`config.mk`:
```
export PLATFORM = sky130hd
export DESIGN_NAME = alarm_controller_flat
export DESIGN_NICKNAME = d
export VERILOG_FILES = /design/src/rtl/alarm_pkg.sv /design/src/rtl/alarm_controller_if.sv /design/src/rtl/alarm_match.sv /design/src/rtl/alarm_controller.sv /design/src/flat_wrapper.sv
export SDC_FILE = /design/constraint.sdc
export NUM_CORES = 1
export LEC_CHECK = 0
export BUFFER_PORTS_ARGS = -buffer_cell sky130_fd_sc_hd__buf_2
export CORE_MARGIN = 5
export CORE_UTILIZATION = 33
export CTS_BUF_LIST = sky130_fd_sc_hd__clkbuf_4 sky130_fd_sc_hd__clkbuf_8
export CTS_CLUSTER_SIZE = 10
export DETAILED_ROUTE_END_ITERATION = 7
export GPL_ROUTABILITY_DRIVEN = 0
export SYNTH_ARGS = -nofsm -noshare
export SYNTH_HDL_FRONTEND = slang
export SYNTH_SLANG_ARGS = --single-unit
```
`constraint.sdc`:
```
create_clock -name clk -period 5 [get_ports clk]
set_clock_uncertainty 0.2 [all_clocks]
set_input_delay 0.5 -clock clk [delete_from_list [all_inputs] [get_ports clk]]
set_output_delay 0.5 -clock clk [all_outputs]
set_load 0.1 [all_outputs]
```
`src/rtl/alarm_pkg.sv`:
```
// Shared constants for the alarm sequencing stage: state encoding, BCD digit widths.
// Latency: n/a (declarations only).
// Backpressure: n/a.
package alarm_pkg;

    localparam logic [1:0] IDLE    = 2'd0;
    localparam logic [1:0] RINGING = 2'd1;
    localparam logic [1:0] SNOOZE  = 2'd2;

    localparam int HR_TENS_W   = 2;
    localparam int HR_UNITS_W  = 4;
    localparam int MIN_TENS_W  = 3;
    localparam int MIN_UNITS_W = 4;

    // Width of a counter that must reach n-1; never narrower than one bit.
    function automatic int cnt_w(input int n);
        return (n <= 1) ? 1 : $clog2(n);
    endfunction

endpackage

```
`src/rtl/alarm_controller_if.sv`:
```
// Bundle of time/alarm digits, controls and status outputs of the alarm stage.
// Latency: n/a (wires only).
// Backpressure: none; ticks and buttons are single-cycle pulses.
interface alarm_controller_if;
    import alarm_pkg::*;

    logic                   sec_tick;
    logic [HR_TENS_W-1:0]   cur_hr_tens;
    logic [HR_UNITS_W-1:0]  cur_hr_units;
    logic [MIN_TENS_W-1:0]  cur_min_tens;
    logic [MIN_UNITS_W-1:0] cur_min_units;
    logic [HR_TENS_W-1:0]   alm_hr_tens;
    logic [HR_UNITS_W-1:0]  alm_hr_units;
    logic [MIN_TENS_W-1:0]  alm_min_tens;
    logic [MIN_UNITS_W-1:0] alm_min_units;
    logic                   alarm_en;
    logic                   snooze_btn;
    logic                   stop_btn;
    logic                   buzzer;
    logic                   ringing;
    logic                   snoozed;
    logic [1:0]             state;

    modport master (
        output sec_tick, cur_hr_tens, cur_hr_units, cur_min_tens, cur_min_units,
               alm_hr_tens, alm_hr_units, alm_min_tens, alm_min_units,
               alarm_en, snooze_btn, stop_btn,
        input  buzzer, ringing, snoozed, state
    );

    modport slave (
        input  sec_tick, cur_hr_tens, cur_hr_units, cur_min_tens, cur_min_units,
               alm_hr_tens, alm_hr_units, alm_min_tens, alm_min_units,
               alarm_en, snooze_btn, stop_btn,
        output buzzer, ringing, snoozed, state
    );

endinterface

```
`src/rtl/alarm_match.sv`:
```
// Compares current time to alarm setting and emits a one-cycle trigger on the match rising edge.
// Latency: trigger is combinational from the digits; match_q lags match by one cycle.
// Backpressure: none.
module alarm_match
    import alarm_pkg::*;
(
    input  logic                   clk,
    input  logic                   reset,
    input  logic                   alarm_en_i,
    input  logic [HR_TENS_W-1:0]   cur_hr_tens_i,
    input  logic [HR_UNITS_W-1:0]  cur_hr_units_i,
    input  logic [MIN_TENS_W-1:0]  cur_min_tens_i,
    input  logic [MIN_UNITS_W-1:0] cur_min_units_i,
    input  logic [HR_TENS_W-1:0]   alm_hr_tens_i,
    input  logic [HR_UNITS_W-1:0]  alm_hr_units_i,
    input  logic [MIN_TENS_W-1:0]  alm_min_tens_i,
    input  logic [MIN_UNITS_W-1:0] alm_min_units_i,
    output logic                   trigger_o
);

    logic match;
    logic match_q;

    assign match = alarm_en_i
                 && (cur_hr_tens_i   == alm_hr_tens_i)
                 && (cur_hr_units_i  == alm_hr_units_i)
                 && (cur_min_tens_i  == alm_min_tens_i)
                 && (cur_min_units_i == alm_min_units_i);

    // Previous-cycle match; resets high so a time already matching at reset release does not ring.
    always_ff @(posedge clk or posedge reset) begin
        if (reset) match_q <= 1'b1;
        else       match_q <= match;
    end

    assign trigger_o = match & ~match_q;

endmodule

```
`src/rtl/alarm_controller.sv`:
```
// Alarm ring/snooze sequencer driving buzzer and status, timed in 1 Hz sec_tick enables.
// Latency: trigger or button in cycle N is visible on registered outputs in cycle N+1.
// Backpressure: none; a button coincident with sec_tick wins and the tick is dropped.
module alarm_controller
    import alarm_pkg::*;
#(
    parameter int RING_SECONDS   = 60,
    parameter int SNOOZE_SECONDS = 300
) (
    input  logic               clk,
    input  logic               reset,
    alarm_controller_if.slave  bus
);

    localparam int RING_W = cnt_w(RING_SECONDS);
    localparam int SNZ_W  = cnt_w(SNOOZE_SECONDS);
    localparam logic [RING_W-1:0] RING_LAST = RING_W'(RING_SECONDS - 1);
    localparam logic [SNZ_W-1:0]  SNZ_LAST  = SNZ_W'(SNOOZE_SECONDS - 1);

    logic              trigger;
    logic [1:0]        state_q,    state_d;
    logic [RING_W-1:0] ring_cnt_q, ring_cnt_d;
    logic [SNZ_W-1:0]  snz_cnt_q,  snz_cnt_d;
    logic              buzzer_q,   buzzer_d;

    alarm_match u_match (
        .clk             (clk),
        .reset           (reset),
        .alarm_en_i      (bus.alarm_en),
        .cur_hr_tens_i   (bus.cur_hr_tens),
        .cur_hr_units_i  (bus.cur_hr_units),
        .cur_min_tens_i  (bus.cur_min_tens),
        .cur_min_units_i (bus.cur_min_units),
        .alm_hr_tens_i   (bus.alm_hr_tens),
        .alm_hr_units_i  (bus.alm_hr_units),
        .alm_min_tens_i  (bus.alm_min_tens),
        .alm_min_units_i (bus.alm_min_units),
        .trigger_o       (trigger)
    );

    // Next-state, counters and buzzer; stop/disable beats snooze, which beats the tick.
    always_comb begin
        state_d    = state_q;
        ring_cnt_d = ring_cnt_q;
        snz_cnt_d  = snz_cnt_q;
        buzzer_d   = buzzer_q;
        case (state_q)
            IDLE: begin
                if (trigger) begin
                    state_d    = RINGING;
                    ring_cnt_d = '0;
                    buzzer_d   = 1'b1;
                end
            end
            RINGING: begin
                if (bus.stop_btn || !bus.alarm_en) begin
                    state_d = IDLE;
                end else if (bus.snooze_btn) begin
                    state_d   = SNOOZE;
                    snz_cnt_d = '0;
                end else if (bus.sec_tick) begin
                    if (ring_cnt_q == RING_LAST) begin
                        state_d = IDLE;
                    end else begin
                        ring_cnt_d = ring_cnt_q + RING_W'(1);
                        buzzer_d   = ~buzzer_q;
                    end
                end
            end
            SNOOZE: begin
                if (bus.stop_btn || !bus.alarm_en) begin
                    state_d = IDLE;
                end else if (bus.sec_tick) begin
                    if (snz_cnt_q == SNZ_LAST) begin
                        state_d    = RINGING;
                        ring_cnt_d = '0;
                        buzzer_d   = 1'b1;
                    end else begin
                        snz_cnt_d = snz_cnt_q + SNZ_W'(1);
                    end
                end
            end
            default: state_d = IDLE;
        endcase
        if (state_d != RINGING) buzzer_d = 1'b0;
    end

    // State, counters and buzzer registers; reset clears everything asynchronously.
    always_ff @(posedge clk or posedge reset) begin
        if (reset) begin
            state_q    <= IDLE;
            ring_cnt_q <= '0;
            snz_cnt_q  <= '0;
            buzzer_q   <= 1'b0;
        end else begin
            state_q    <= state_d;
            ring_cnt_q <= ring_cnt_d;
            snz_cnt_q  <= snz_cnt_d;
            buzzer_q   <= buzzer_d;
        end
    end

    assign bus.state   = state_q;
    assign bus.ringing = (state_q == RINGING);
    assign bus.snoozed = (state_q == SNOOZE);
    assign bus.buzzer  = buzzer_q;

endmodule

```
`src/flat_wrapper.sv`:
```
// flat-port wrapper written by rule: the top's interface ports become plain ports
module alarm_controller_flat import alarm_pkg::*;
#(
    parameter int RING_SECONDS   = 60,
    parameter int SNOOZE_SECONDS = 300
)
  (clk, reset, bus_sec_tick, bus_cur_hr_tens, bus_cur_hr_units, bus_cur_min_tens, bus_cur_min_units, bus_alm_hr_tens, bus_alm_hr_units, bus_alm_min_tens, bus_alm_min_units, bus_alarm_en, bus_snooze_btn, bus_stop_btn, bus_buzzer, bus_ringing, bus_snoozed, bus_state);
  alarm_controller_if bus_i ();
  input  logic clk;
  input  logic reset;
  input wire logic [$bits(bus_i.sec_tick)-1:0] bus_sec_tick;
  input wire logic [$bits(bus_i.cur_hr_tens)-1:0] bus_cur_hr_tens;
  input wire logic [$bits(bus_i.cur_hr_units)-1:0] bus_cur_hr_units;
  input wire logic [$bits(bus_i.cur_min_tens)-1:0] bus_cur_min_tens;
  input wire logic [$bits(bus_i.cur_min_units)-1:0] bus_cur_min_units;
  input wire logic [$bits(bus_i.alm_hr_tens)-1:0] bus_alm_hr_tens;
  input wire logic [$bits(bus_i.alm_hr_units)-1:0] bus_alm_hr_units;
  input wire logic [$bits(bus_i.alm_min_tens)-1:0] bus_alm_min_tens;
  input wire logic [$bits(bus_i.alm_min_units)-1:0] bus_alm_min_units;
  input wire logic [$bits(bus_i.alarm_en)-1:0] bus_alarm_en;
  input wire logic [$bits(bus_i.snooze_btn)-1:0] bus_snooze_btn;
  input wire logic [$bits(bus_i.stop_btn)-1:0] bus_stop_btn;
  output wire logic [$bits(bus_i.buzzer)-1:0] bus_buzzer;
  output wire logic [$bits(bus_i.ringing)-1:0] bus_ringing;
  output wire logic [$bits(bus_i.snoozed)-1:0] bus_snoozed;
  output wire logic [$bits(bus_i.state)-1:0] bus_state;
  assign bus_i.sec_tick = bus_sec_tick;
  assign bus_i.cur_hr_tens = bus_cur_hr_tens;
  assign bus_i.cur_hr_units = bus_cur_hr_units;
  assign bus_i.cur_min_tens = bus_cur_min_tens;
  assign bus_i.cur_min_units = bus_cur_min_units;
  assign bus_i.alm_hr_tens = bus_alm_hr_tens;
  assign bus_i.alm_hr_units = bus_alm_hr_units;
  assign bus_i.alm_min_tens = bus_alm_min_tens;
  assign bus_i.alm_min_units = bus_alm_min_units;
  assign bus_i.alarm_en = bus_alarm_en;
  assign bus_i.snooze_btn = bus_snooze_btn;
  assign bus_i.stop_btn = bus_stop_btn;
  assign bus_buzzer = bus_i.buzzer;
  assign bus_ringing = bus_i.ringing;
  assign bus_snoozed = bus_i.snoozed;
  assign bus_state = bus_i.state;
  alarm_controller #(.RING_SECONDS(RING_SECONDS), .SNOOZE_SECONDS(SNOOZE_SECONDS)) u_core (.clk(clk), .reset(reset), .bus(bus_i));
endmodule
```
==> impl_metrics.py <==
metrics = {
    "run_status": {
        "status": "finished clean",
    },
    "synthesis": {
        "yosysSeqAreaShare_pct": 35.6,
        "yosys.area.top_type_share_pct": 33.6,
        "synth-main-ff-cell": "dfrtp_1",
        "synthDistinctLibCells": 42,
        "syn_area_um2": 1340,
        "synth_top_area_cell": "dfrtp_1",
        "synth_cells": 147,
        "synth_nets": 185,
        "yosys-top-cells-count": "dfrtp_1 (18), xor2_1 (17), nor2_1 (16)",
        "async_flop_share_pct": 100,
        "yosysMostFrequentCell": "dfrtp_1",
        "synth_area_leaders": "dfrtp_1 (34%), xor2_1 (11%), ha_1 (5.6%)",
        "ys_ff_latch": 19,
        "yosysWarnings": 0,
        "syn_area_per_cell_um2": 9.12,
        "synth_edf_count": 0,
    },
    "pwr": {
        "intPower_uw": 310,
        "p_switching_uw": 246,
        "clockPowerShare_pct": 19.4,
        "ir_drop_v": 0.000253,
        "p_total_uw": 555,
        "power_density_nw_per_um2": 343,
        "combPwrFrac_pct": 42.7,
        "leakage_nw": 0.760,
        "seqPwrFrac_pct": 37.9,
        "p_sw_share_pct": 44.3,
    },
    "final_layout": {
        "area_delta_synth_final_pct": 20.9,
        "regArea_um2": 477,
        "drive_gt1_share_pct": 27.0,
        "fin_util_pct": 40.8,
        "n_fill_cell": 405,
        "multi_input_area_um2": 813,
        "final_nets": 224,
        "antennaDiodeCount": 0,
        "layoutNonFillerInstCount": 235,
    },
    "clock_tree": {
        "clk_path_buf_depth": 2,
        "h-tree-depth": 1,
        "clkSinkCount": 19,
        "cts_resized": 0,
        "cts_tree": "yes",
        "numCtsBuffers": 3,
        "clock_latency_ns": 0.25,
        "cts_setup_buffers": 0,
        "cts-root-buf": "clkbuf_8",
        "clk_pin_slew_worst_paths_ns": 0.07,
        "cts-hold-fix-buffers": 0,
    },
    "worst_setup_path": {
        "startpoint": "u_core.ring_cnt_q[0]",
        "critPathMaxFanout": 8,
        "slowest_stage": "dfrtp_1",
        "end_kind": "flip-flop",
        "cp_data_required_time_ns": 4.96,
        "r2r_end": "u_core.ring_cnt_q[3]",
        "worstReg2RegStart": "u_core.ring_cnt_q[0]",
        "endpoint": "u_core.ring_cnt_q[3]",
        "r2r_slack_ns": 2.48,
        "setup.worst_path.class": "reg -> reg",
        "crit_chain": "ha_1, and4b_1, a211oi_1, o221ai_1, a211o_1, or2_4, o31ai_1",
        "arrival_ns": 2.49,
        "critPathMaxStageDelay_ns": 0.42,
        "reg2reg_depth": 7,
        "crit_path_start_kind": "flip-flop",
    },
    "timing": {
        "drv_slew": 0,
        "tightestPinTransition_ns": 0.729,
        "fin_ws_ns": 2.48,
        "min_period_ns": 2.52,
        "relSlewSlack_pct": 51.4,
        "rsz0062_at_grt": "false",
        "post-route-period-util_pct": 50.4,
        "hold_viol_final": 0,
        "setup_viol": 0,
        "max_freq_mhz": 397,
        "setup_tns_ns": 0,
    },
    "global_routing": {
        "top_usage_layer": "met2",
        "grt.met1_usage_pct": 15.1,
        "grt_max_degree": 20,
        "grt_pass1_vias": 1156,
        "grt_use_total_pct": 11.5,
        "grt_use_met2_pct": 18.7,
        "grt_pass1_wl_um": 4970,
        "antenna_found_initial": 0,
        "met3_usage_pct": 2.87,
        "grt-ovfl-total": 0,
    },
    "floorplan": {
        "die_h_um": 73.7,
        "die_w_um": 73.7,
        "ios": 37,
        "dieArea_um2": 5440,
        "fp.coreArea_um2": 3970,
        "start_util_pct": 33.7,
        "rows": 23,
    },
    "hold_path": {
        "hold_path_class": "in -> async",
    },
    "flow_run": {
        "drv_cap": 0,
    },
    "route": {
        "vias_per_cell": 4.96,
        "wire_per_inst_um": 12.3,
        "wirelength_um": 2890,
        "drt_iter0_markers": 54,
        "antenna_left": 0,
        "firstDrtPassIters": 4,
        "vias": 1166,
        "drt_drc_violations_left": 0,
    },
    "place": {
        "dp_hpwl_um": 2330,
        "placedCellCount": 231,
        "dpl_worst_slack_ns": 2.39,
        "port_buffers": 36,
    },
}
-- logic make-up after synthesis --
kind of cell / share of synthesized area [%]
AND/OR/NAND/NOR: 25.0
AO/OA/AOI/OAI: 17.0
XOR/XNOR: 13.1
flip-flops: 35.6
buffers and inverters: 3.73
adder cells (fa/ha/maj): 5.60
-- placed cells by master, fill, tap and decap left out, types with 2 or more instances in the layout --
cell type,synthesis,routed
nor2_1,16,16
clkbuf_8,0,3
xor2_1,17,17
o21ai_1,8,8
a21oi_1,5,5
ha_1,6,6
dfrtp_1,18,18
nand2_1,7,7
nand4_1,4,4
nand2b_1,3,3
and3_1,3,3
buf_2,1,36
inv_1,11,11
xnor2_1,3,3
nor3_1,3,3
a211oi_1,2,2
a211o_1,2,2
nand3_1,6,6
a311oi_1,2,2
and2_1,2,2
o31ai_1,4,4
nor4_2,3,3
-- critical path, delay by kind of cell, from the launching register on --
family | cells | cell delay, ns
AO/OA/AOI/OAI | 4 | 1.03
adder cells (fa/ha/maj) | 1 | 0.26
flip-flops | 1 | 0.42
AND/OR/NAND/NOR | 2 | 0.52
-- flip-flops by register name, indices dropped and copies added, names as in the netlist --
signal                  flops
u_core.snz_cnt_q            9
u_core.u_match.match_q      1
u_core.ring_cnt_q           6
u_core.bus.buzzer           1
u_core.bus.state            2
-- per-layer routing --
metal	vias up	part of all wire, %
met4	0	1.2
met2	30	48
met3	4	4.2
met1	531	47
met5	-	0
li1	601	-
-- power groups by stage --
| stage | Combinational [mW] | Clock (mW) | Sequential, mW |
|---|---|---|---|
| floorplan | 0.162 | 0 | 0.236 |
| global placement | 0.238 | 0 | 0.213 |
| detailed placement | 0.239 | 0 | 0.212 |
| CTS | 0.240 | 0.113 | 0.209 |
| global route | 0.262 | 0.121 | 0.215 |
| finish | 0.237 | 0.108 | 0.210 |
-- through the flow --
stage,area (um2),hold slack [ns]
6_report,1620,0.155
5_1_grt,1620,0.226
4_1_cts,1620,0.180
3_5_place_dp,1570,0.317
3_3_place_gp,1570,0.321
2_1_floorplan,1340,0.250
-- worst min path at each step --
stage | start | to | slack (ns) | depth (start not counted)
CTS | reset | u_core.snz_cnt_q[2] | 0.18 | 2
floorplan | reset | u_core.bus.buzzer | 0.25 | 1
detailed placement | u_core.ring_cnt_q[0] | u_core.ring_cnt_q[0] | 0.32 | 1
finish | reset | u_core.snz_cnt_q[2] | 0.15 | 2
global placement | u_core.ring_cnt_q[0] | u_core.ring_cnt_q[0] | 0.32 | 1
global route | reset | u_core.snz_cnt_q[2] | 0.23 | 2
-- cell type report --
class                   instances  area share, %
flip-flops and latches         19           29.4
repair buffers                 36           11.1
clock buffers                   3           2.55
multi-input cells             115           50.2
inverters                      11           2.55
clock inverters                 1          0.309
well taps                      50           3.86
(Power assumes the default switching activity.)
